<file path="config.mk">
export PLATFORM = sky130hd
export DESIGN_NAME = lcd_timing_gen
export DESIGN_NICKNAME = d
export VERILOG_FILES = /design/src/rtl/lcd_timing_gen.sv
export SDC_FILE = /design/constraint.sdc
export NUM_CORES = 1
export LEC_CHECK = 0
export ABC_AREA = 1
export CAP_MARGIN = 0
export CORE_ASPECT_RATIO = 0.75
export CORE_MARGIN = 3
export CORE_UTILIZATION = 38
export DETAILED_ROUTE_END_ITERATION = 10
export GPL_ROUTABILITY_DRIVEN = 1
export PLACE_DENSITY = 0.67
export SETUP_SLACK_MARGIN = 0.1
export SYNTH_ARGS = -nofsm -noshare
export SYNTH_HDL_FRONTEND = slang
export SYNTH_SLANG_ARGS = --single-unit
</file>
<file path="constraint.sdc">
create_clock -name clk -period 2.7 [get_ports clk]
set_input_delay 0.81 -clock clk [delete_from_list [all_inputs] [get_ports clk]]
set_output_delay 0.81 -clock clk [all_outputs]
set_load 0.02 [all_outputs]
</file>
<file path="src/rtl/lcd_timing_gen.sv">
// rtl/lcd_timing_gen.sv - raster timing generator (hsync/vsync/de/x/y/sof)
// Define LCD_TIMING_FRAME_CNT_EN to add the 16-bit frame_cnt output.
module lcd_timing_gen #(
    parameter int H_ACTIVE = 480,
    parameter int H_FP     = 2,
    parameter int H_SYNC   = 41,
    parameter int H_BP     = 2,
    parameter int V_ACTIVE = 272,
    parameter int V_FP     = 2,
    parameter int V_SYNC   = 10,
    parameter int V_BP     = 2,
    parameter int HS_POL   = 0,
    parameter int VS_POL   = 0
) (
    input  logic       clk,
    input  logic       reset,
    input  logic       ce,
    output logic       hsync,
    output logic       vsync,
    output logic       de,
    output logic [9:0] x,
    output logic [9:0] y,
    output logic       sof
`ifdef LCD_TIMING_FRAME_CNT_EN
    ,
    output logic [15:0] frame_cnt
`endif
);

    localparam int H_TOTAL = H_ACTIVE + H_FP + H_SYNC + H_BP;
    localparam int V_TOTAL = V_ACTIVE + V_FP + V_SYNC + V_BP;

    localparam logic [9:0] H_LAST     = 10'(H_TOTAL - 1);
    localparam logic [9:0] V_LAST     = 10'(V_TOTAL - 1);
    localparam logic [9:0] H_ACT_END  = 10'(H_ACTIVE);
    localparam logic [9:0] V_ACT_END  = 10'(V_ACTIVE);
    localparam logic [9:0] HS_FIRST   = 10'(H_ACTIVE + H_FP);
    localparam logic [9:0] HS_LAST    = 10'(H_ACTIVE + H_FP + H_SYNC - 1);
    localparam logic [9:0] VS_FIRST   = 10'(V_ACTIVE + V_FP);
    localparam logic [9:0] VS_LAST    = 10'(V_ACTIVE + V_FP + V_SYNC - 1);
    localparam logic       HS_ACT     = (HS_POL != 0);
    localparam logic       VS_ACT     = (VS_POL != 0);

    logic [9:0] h_q, h_d;
    logic [9:0] v_q, v_d;
    logic       de_q, de_d;
    logic       hsync_q, hsync_d;
    logic       vsync_q, vsync_d;
    logic       sof_q, sof_d;
    logic       at_origin;

    always_comb begin
        h_d = h_q;
        v_d = v_q;
        if (ce) begin
            if (h_q == H_LAST) begin
                h_d = '0;
                if (v_q == V_LAST) begin
                    v_d = '0;
                end else begin
                    v_d = v_q + 10'd1;
                end
            end else begin
                h_d = h_q + 10'd1;
            end
        end
    end

    // Decode from the next position so every flag lands in the same cycle as x/y.
    always_comb begin
        at_origin = (h_d == 10'd0) && (v_d == 10'd0);
        de_d      = (h_d < H_ACT_END) && (v_d < V_ACT_END);
        hsync_d   = ((h_d >= HS_FIRST) && (h_d <= HS_LAST)) ? HS_ACT : ~HS_ACT;
        vsync_d   = ((v_d >= VS_FIRST) && (v_d <= VS_LAST)) ? VS_ACT : ~VS_ACT;
        sof_d     = at_origin;
    end

    always_ff @(posedge clk) begin
        if (reset) begin
            h_q     <= H_LAST;
            v_q     <= V_LAST;
            de_q    <= 1'b0;
            hsync_q <= ~HS_ACT;
            vsync_q <= ~VS_ACT;
            sof_q   <= 1'b0;
        end else begin
            h_q     <= h_d;
            v_q     <= v_d;
            de_q    <= de_d;
            hsync_q <= hsync_d;
            vsync_q <= vsync_d;
            sof_q   <= sof_d;
        end
    end

`ifdef LCD_TIMING_FRAME_CNT_EN
    logic [15:0] frame_cnt_q, frame_cnt_d;

    // Only a ce edge can move the position, so this counts entries into (0,0).
    always_comb begin
        frame_cnt_d = frame_cnt_q;
        if (ce && at_origin) begin
            frame_cnt_d = frame_cnt_q + 16'd1;
        end
    end

    always_ff @(posedge clk) begin
        if (reset) begin
            frame_cnt_q <= '0;
        end else begin
            frame_cnt_q <= frame_cnt_d;
        end
    end

    assign frame_cnt = frame_cnt_q;
`endif

    assign x     = h_q;
    assign y     = v_q;
    assign de    = de_q;
    assign hsync = hsync_q;
    assign vsync = vsync_q;
    assign sof   = sof_q;

endmodule

</file>
# After elaboration in Yosys (flattened, before gate mapping)
# Cells that the tools add are included.
# W data, S select, Z words.
dict set report word_totals {
  regBits 24
  latch_bits 0
  ramBits 0
  mem_bits_ro 0
  out_inout_bits 24
  word_cells 29
  mem_count 0
}
dict set report classes {
  add_sub_neg 2
  multipliers 0
  div_mod_pow 0
  order_cmp 6
  eq_ne 2
  shift 0
  n_mux 7
  n_bitwise 0
  n_reduce_logical 6
}
# operator count
set op_table {}
lappend op_table {{$mux W10} 5}
lappend op_table {{$add A10 B1 Y10 const B} 2}
lappend op_table {{$ge A10 B9 Y1 const B} 2}
lappend op_table {{$logic_not A10 Y1} 2}
lappend op_table {{$lt A10 B9 Y1 const B} 2}
lappend op_table {{$eq A10 B10 Y1 const B} 1}
lappend op_table {{$eq A10 B9 Y1 const B} 1}
lappend op_table {{$le A10 B10 Y1 const B} 1}
lappend op_table {{$le A10 B9 Y1 const B} 1}
lappend op_table {{$logic_and A1 B1 Y1} 4}
lappend op_table {{$mux W1} 2}

# Depth between registers and ports, before layout
# Gate-level depths: netlist of the first run.
dict set report logic_depth {
  word_depth 7
  ltp_mapped 17
  mapped_depth_nobuf 16
}

# Least setup slack after synthesis of the first run
# No wires, ideal clock.
dict set report synth_timing {
  kind {input port to flip-flop}
  from {in ce}
  to {reg hsync_q, in the netlist hsync}
  t_arrival_ns 2.052
  t_required_ns 2.588
  path_slack_ns 0.536
  path_stages 10
  cell_sequence {buf_4 > inv_2 > nor3_2 > nand3_1 > xor2_1 > or2_0 > nor3_2 > nand2_1 > nand2_1 > nand2_1}
}
dict set report synth_between {
  elab_chain_cells 4
  word_cells_on_any_way 5
  cone_classes {order compare: 2; mux: 2; reduce/logical: 1}
}
# item line
set synth_rtl {}
lappend synth_rtl {{from (decl)} 17} ;# input logic ce,
lappend synth_rtl {{$mux W10 *} 55} ;# if (ce) begin
lappend synth_rtl {{$ge A10 B9 Y1 / $le A10 B10 Y1 (equally long branches)} 73} ;# hsync_d = ((h_d >= HS_FIRST) && (h_d <= HS_LAST)) ? HS_ACT : ~HS_ACT;
lappend synth_rtl {{$logic_and A1 B1 Y1 *} 73}
lappend synth_rtl {{$mux W1 *} 73}
lappend synth_rtl {{to (signal assigned)} 83} ;# hsync_q <= ~HS_ACT;
lappend synth_rtl {{to (signal assigned)} 90} ;# hsync_q <= hsync_d;
lappend synth_rtl {{to (decl)} 47} ;# logic hsync_q, hsync_d;
# Every way passes the cells marked *; elsewhere a longest branch is shown, timed or not.
# A chain may end at the register's enable or synchronous reset.

# Worst setup path in the final report of the first run
# Ends and elaborated chain as after synthesis.

==> out/qor.yml, run 1 <==
clocking:
  cts_tree: "done"
  cts_hold_buffers: 0
  clkTransAtPathRegs_ns: 0.09
  numClockSinks: 24
  ctsHtreeMaxLevel: 1
  clock_latency_ns: 0.27
  cts_buffer_depth: 2
  cts_buffers: 3
  root_buffer: "clkbuf_8"
  postCtsSetupBuffers: 0
logic_synthesis:
  synthesis.instances: 255
  syn_nets: 262
  yosys_warnings: 0
  syn_area_per_cell_um2: 6.45
  synth_seq_cells: 24
  synth_cell_types: 33
  synth_area_um2: 1640
  seq_area_frac_synth_pct: 29.2
timing:
  setup_tns_ns: 0
  timing.hold.ws_ns: 0.626
  hold_viol_final: 0
  postLayoutSetupSlackWorst_ns: 0.297
  slew_violations: 0
  setup_viol: 0
  slew_headroom_pct: 66.0
  fmax_ghz: 0.416
  post-route-period-util_pct: 89.0
  grt_setup_unrepaired: "yes"
  tightest_slew_ns: 0.505
  min_period_ns: 2.40
  finalClockSkew_ns: 0.00390
final_layout:
  syn2layout_area_growth_pct: 27.2
  mostFrequentLayoutCells: "63 x nand2_1, 39 x nor2_1, 32 x inv_1"
  final_util_pct: 50.9
  diodes: 0
  num-fill-cells: 440
  final_area_um2: 2090
  layoutNonFillerInstCount: 345
  final_common_cell: "nand2_1"
  drive_gt1_share_pct: 14.8
  multi_input_area_um2: 1000
  regArea_um2: 480
  final_nets: 298
pwr:
  switching_power_uw: 530
  p_seq_share_pct: 32.7
  p_leak_nw: 0.986
  combPwrFrac_pct: 43.6
  p_total_mw: 1.35
  intPower_uw: 817
  clock_power_share_pct: 23.7
  power.density_nw_per_um2: 644
  p_sw_share_pct: 39.3
  ir_drop_mv: 0.419
placed_design:
  postPlaceCellArea_um2: 2020
  pre_cts_ws_ns: -0.0138
  placedCellCount: 341
  hpwl_um: 3310
  port_buffers: 26
  routabilityCongestion: 0.806
route:
  ant_nets: 0
  dr.pass1.iters: 4
  viasPerCell: 4.83
  drt_iter0_markers: 96
  wirelength_um: 4090
  routedWlPerCell_um: 11.8
  drc_errors: 0
  num_vias: 1665
critical_path:
  critPathKind: "in -> reg"
  critPathMaxFanout: 3
  crit_arrival_ns: 2.58
  critPathCaptureType: "register"
  timing.rr.start: "x[0]"
  r2r_end: "de"
  r2r_cells: 11
  crit_required_ns: 2.87
  worstSetupStartpointType: "input port"
  r2r_slack_ns: 0.57
status:
  run_status: "finished clean"
die:
  die_x_um: 82.0
  start_util_pct: 40.1
  ios: 27
  die_y_um: 63.0
  core_um2: 4100
  die_area_um2: 5160
  row_count: 20
global_routing:
  antenna_found_initial: 0
  grt_pass1_wl_um: 7200
  grt.overflow.total: 0
  grt_max_degree: 18
  grt_util_all_layers_pct: 17.4
  grt_pass1_vias: 1533
hold_path:
  hold_end: "y[7]"
  whs_path_depth: 3
  hp-start: "y[7]"
  hp-class: "reg -> reg"
run:
  drv_cap: 0
-- critical path, cell delays in order --
cell and delay [ns]:
clkdlybuf4s50_1 0.55, inv_2 0.06, nor3_2 0.20, nand3_1 0.15, nor2_1 0.15, nand3_1 0.08
nand2_1 0.15, nand4_1 0.12, nand3b_1 0.20, nand2_1 0.07, nand2_1 0.04
-- state kept, by name (all words and copies together) (netlist names) --
register	count
de	1
sof	1
y	10
vsync	1
hsync	1
x	10
-- power groups by stage --
stage	combinational [mW]	clock [mW]	sequential (mW)
final	0.588	0.319	0.440
after global routing	0.680	0.342	0.449
after CTS	0.590	0.328	0.441
after detailed placement	0.586	0	0.449
after global placement	0.583	0	0.450
after floorplan	0.369	0	0.491
-- per-layer routing --
metal | routed length [µm] | vias up | share of wire, % | track usage, %
li1 | - | 879 | - | -
met1 | 2140 | 746 | 52 | 27.1
met2 | 1710 | 38 | 42 | 26.1
met3 | 212 | 2 | 5.2 | 2.16
met4 | 23 | 0 | 0.56 | 1.87
met5 | 0 | - | 0 | 0
-- logic make-up after synthesis --
group | Yosys count | synth area share [%]
fa+ha+maj | 4 | 3.04
simple gates | 164 | 48.4
flops | 24 | 29.2
buf+inv | 41 | 10.1
compound gates | 17 | 6.09
xor+xnor | 5 | 3.12
-- worst max-delay path by stage --
stage               startpoint     to  slack (ns)  depth (start not counted)
floorplan                   ce  hsync        0.54                         10
global placement            ce  hsync        0.05                         13
detailed placement          ce  hsync       -0.01                         13
CTS                         ce  hsync        0.27                         13
global route                ce  hsync        0.08                         13
finish                      ce  hsync        0.30                         11
-- cell usage after synthesis (all sizes together) --
cell	number	area, µm²
nand2	69	274
nor2	49	226
inv	36	135
nand3	25	155
dfxtp	24	480
o21ai	11	55.1
nand4	10	68.8
nor3	8	50.1
ha	4	50.1
xor2	4	42.6
a21oi	3	18.8
buf	3	23.8
clkbuf	2	7.51
a21boi	1	11.3
nand3b	1	7.51
nor3b	1	7.51
o211ai	1	7.51
o21bai	1	7.51
or2	1	6.26
xnor2	1	8.76
-- final cells by class --
class | instances | share of cell area [%]
tap | 55 | 3.29
sequential | 24 | 23.0
timing repair buffer | 36 | 16.0
multi-input combinational | 190 | 47.8
clock inverter | 1 | 1.44
clock buffer | 3 | 1.97
inverter | 36 | 6.46
-- what timing repair did --
action                                  4_1_cts  5_1_grt
endpoints found under the setup margin        0        3
gates resized for setup                       0        1
endpoints found under the hold margin         0        0
No activity file was read; power rests on OpenSTA's default activity.
==> inputs of run 2 (changes only) <==
--- a/config.mk
+++ b/config.mk
@@ -9,10 +9,10 @@
 export CAP_MARGIN = 0
 export CORE_ASPECT_RATIO = 0.75
 export CORE_MARGIN = 3
-export CORE_UTILIZATION = 38
+export CORE_UTILIZATION = 53
 export DETAILED_ROUTE_END_ITERATION = 10
 export GPL_ROUTABILITY_DRIVEN = 1
-export PLACE_DENSITY = 0.67
+export PLACE_DENSITY = 0.86
 export SETUP_SLACK_MARGIN = 0.1
 export SYNTH_ARGS = -nofsm -noshare
 export SYNTH_HDL_FRONTEND = slang
==> run 2 against run 1 <==
Clock power hardly changed. Sequential share of layout area is 0.61 points higher. Wire length is 3.5% higher. Largest cell class unchanged. Combinational power is 2% higher. Die area is 26% lower. Highest routed layer unchanged. Clock-buffer cell count stayed put.
==> out/qor.yml, run 2 (synthesized netlist as in run 1, its figures left out) <==
route:
  drc_errors: 0  # unchanged
  routedWlPerCell_um: 13.1  # was 11.8 µm
  num_vias: 1658  # was 1,665
  wirelength_um: 4230  # was 4090 µm
  drt_iter0_markers: 183  # was 96
  dr.pass1.iters: 4  # unchanged
  ant_nets: 0  # unchanged
  viasPerCell: 5.15  # was 4.83
critical_path:
  crit_arrival_ns: 1.51  # was 2.58 ns
  cp_num_buf_inv: 1  # was 2
  critPathCaptureType: "primary output"  # was register
  worstSetupStartpointType: "register"  # was input port
  crit_required_ns: 1.89  # was 2.87 ns
  crit_path_top_delay_cell: "clkdlybuf4s50_1"  # unchanged
  critPathMaxFanout: 8  # was 3
  cp_top_family: "buffers and inverters"  # was simple AND/OR/NAND/NOR gates
  critPathKind: "reg -> out"  # was in -> reg
  cpPeakStageDelay_ns: 0.68  # was 0.55 ns
  path_cells: "clkdlybuf4s50_1"  # was clkdlybuf4s50_1 > inv_2 > nor3_2 > nand3_1 > nor2_1 > nand3_1 > nand2_1 > nand4_1 > nand3b_1 > nand2_1 > nand2_1
die:
  die_y_um: 54.2  # was 63.0 µm
  ios: 27  # unchanged
  core_um2: 2780  # was 4100 µm²
  die_area_um2: 3810  # was 5160 µm²
  start_util_pct: 59.1  # was 40.1%
  row_count: 16  # was 20
  die_x_um: 70.3  # was 82.0 µm
placed_design:
  hpwl_um: 3280  # was 3310 µm
  placedCellCount: 318  # was 341
  routabilityCongestion: 0.942  # was 0.806
  port_buffers: 26  # unchanged
timing:
  hold_viol_final: 0  # unchanged
  tightest_slew_ns: 0.513  # was 0.505 ns
  post-route-period-util_pct: 86.0  # was 89.0%
  min_period_ns: 2.32  # was 2.40 ns
  grt_setup_unrepaired: "no"  # was yes
  slew_violations: 0  # unchanged
  setup_viol: 0  # unchanged
  slew_headroom_pct: 65.6  # was 66.0%
  finalClockSkew_ns: 0.00256  # was 0.00390 ns
  fmax_ghz: 0.431  # was 0.416 GHz
final_layout:
  num-fill-cells: 243  # was 440
  mostFrequentLayoutCells: "63 x nand2_1, 40 x nor2_1, 32 x inv_1"  # was 63 x nand2_1, 39 x nor2_1, 32 x inv_1
  regArea_um2: 480  # unchanged
  final_util_pct: 73.2  # was 50.9%
  drive_gt1_share_pct: 13.3  # was 14.8%
  layoutNonFillerInstCount: 322  # was 345
  diodes: 0  # unchanged
  final_nets: 294  # was 298
  syn2layout_area_growth_pct: 23.9  # was 27.2%
  final_common_cell: "nand2_1"  # unchanged
  multi_input_area_um2: 997  # was 1000 µm²
global_routing:
  grt_pass1_wl_um: 7050  # was 7200 µm
  met1_usage_pct: 34.6  # was 27.1%
  grt_max_degree: 15  # was 18
  grt.overflow.total: 0  # unchanged
  use_met3_pct: 5.32  # was 2.16%
  antenna_found_initial: 0  # unchanged
  grt_util_all_layers_pct: 23.8  # was 17.4%
  met2_usage_pct: 37.3  # was 26.1%
  gr-max-usage-layer: "met2"  # was met1
  grt_pass1_vias: 1506  # was 1,533
pwr:
  power.density_nw_per_um2: 669  # was 644 nW/µm²
  p_seq_share_pct: 32.6  # was 32.7%
  intPower_uw: 817  # about the same
  clock_power_share_pct: 23.5  # was 23.7%
  combPwrFrac_pct: 43.9  # was 43.6%
  p_leak_nw: 0.980  # was 0.986 nW
  p_sw_share_pct: 40.0  # was 39.3%
  p_total_mw: 1.36  # was 1.35 mW
  switching_power_uw: 546  # was 530 µW
  ir_drop_mv: 0.465  # was 0.419 mV
clocking:
  cts_buffers: 3  # unchanged
  clock_latency_ns: 0.27  # about the same
  root_buffer: "clkbuf_8"  # unchanged
  cts_buffer_depth: 2  # unchanged
  clkTransAtPathRegs_ns: 0.09  # about the same
  cts_tree: "done"  # unchanged
  postCtsSetupBuffers: 0  # unchanged
  numClockSinks: 24  # unchanged
  ctsHtreeMaxLevel: 1  # unchanged
run:
  drv_cap: 0  # unchanged
status:
  run_status: "finished clean"  # unchanged
hold_path:
  hp-class: "reg -> reg"  # unchanged
## run 2: changes by cell type in the layout (fill, tap and decap cells not counted), sizes merged
cell,previous run,this run
buf,10,6
dlymetal6s2s,0,1
clkdlybuf4s50,26,25
## run 2: metrics by stage
| step | hold WS (ns) | setup TNS (ns) | area, µm² | worst slack (ns) |
|---|---|---|---|---|
| after detailed placement | 0.618 | -0.0138 | 1960 | -0.0138 |
| after global routing | 0.672 | 0 | 2040 | 0.353 |
| final | 0.632 | 0 | 2040 | 0.379 |
| after floorplan | 0.637 | 0 | 1640 | 0.536 |
| after CTS | 0.639 | 0 | 2030 | 0.273 |
| after global placement | 0.598 | 0 | 1960 | 0.0320 |
## run 2: final cells by class
cell class	count	area share (%)
inverter	36	6.63
timing repair buffer	32	15.1
sequential	24	23.6
clock buffer	3	2.03
multi-input combinational	190	49.0
tap	36	2.21
clock inverter	1	1.47
## run 2: timing repair
item                                    4_1_cts  5_1_grt
resized for setup                             0        1
endpoints found under the setup margin        0        3
hold buffers                                  0        0
## run 2: per-layer routing
layer,share of wire [%],vias to the layer above
met2,42,59
met4,0.28,0
met1,51,728
li1,-,869
met3,7.0,2
met5,0,-
## run 2: worst paths after layout
path                            cells after the start  start  slack, ns  endpoint
worst max-delay path                                1   x[6]       0.38      x[6]
worst min register to register                      4   y[3]       0.63      y[3]
worst min-delay path                                4   y[3]       0.63      y[3]
worst max register to register                     12   x[0]       0.56       sof
## run 2: power by group through the flow
stage,Combinational (mW),Clock [mW],Sequential [mW]
after floorplan,0.369,0,0.491
after global placement,0.574,0,0.449
after detailed placement,0.585,0,0.450
after CTS,0.593,0.325,0.443
after global routing,0.675,0.332,0.449
final,0.598,0.321,0.444
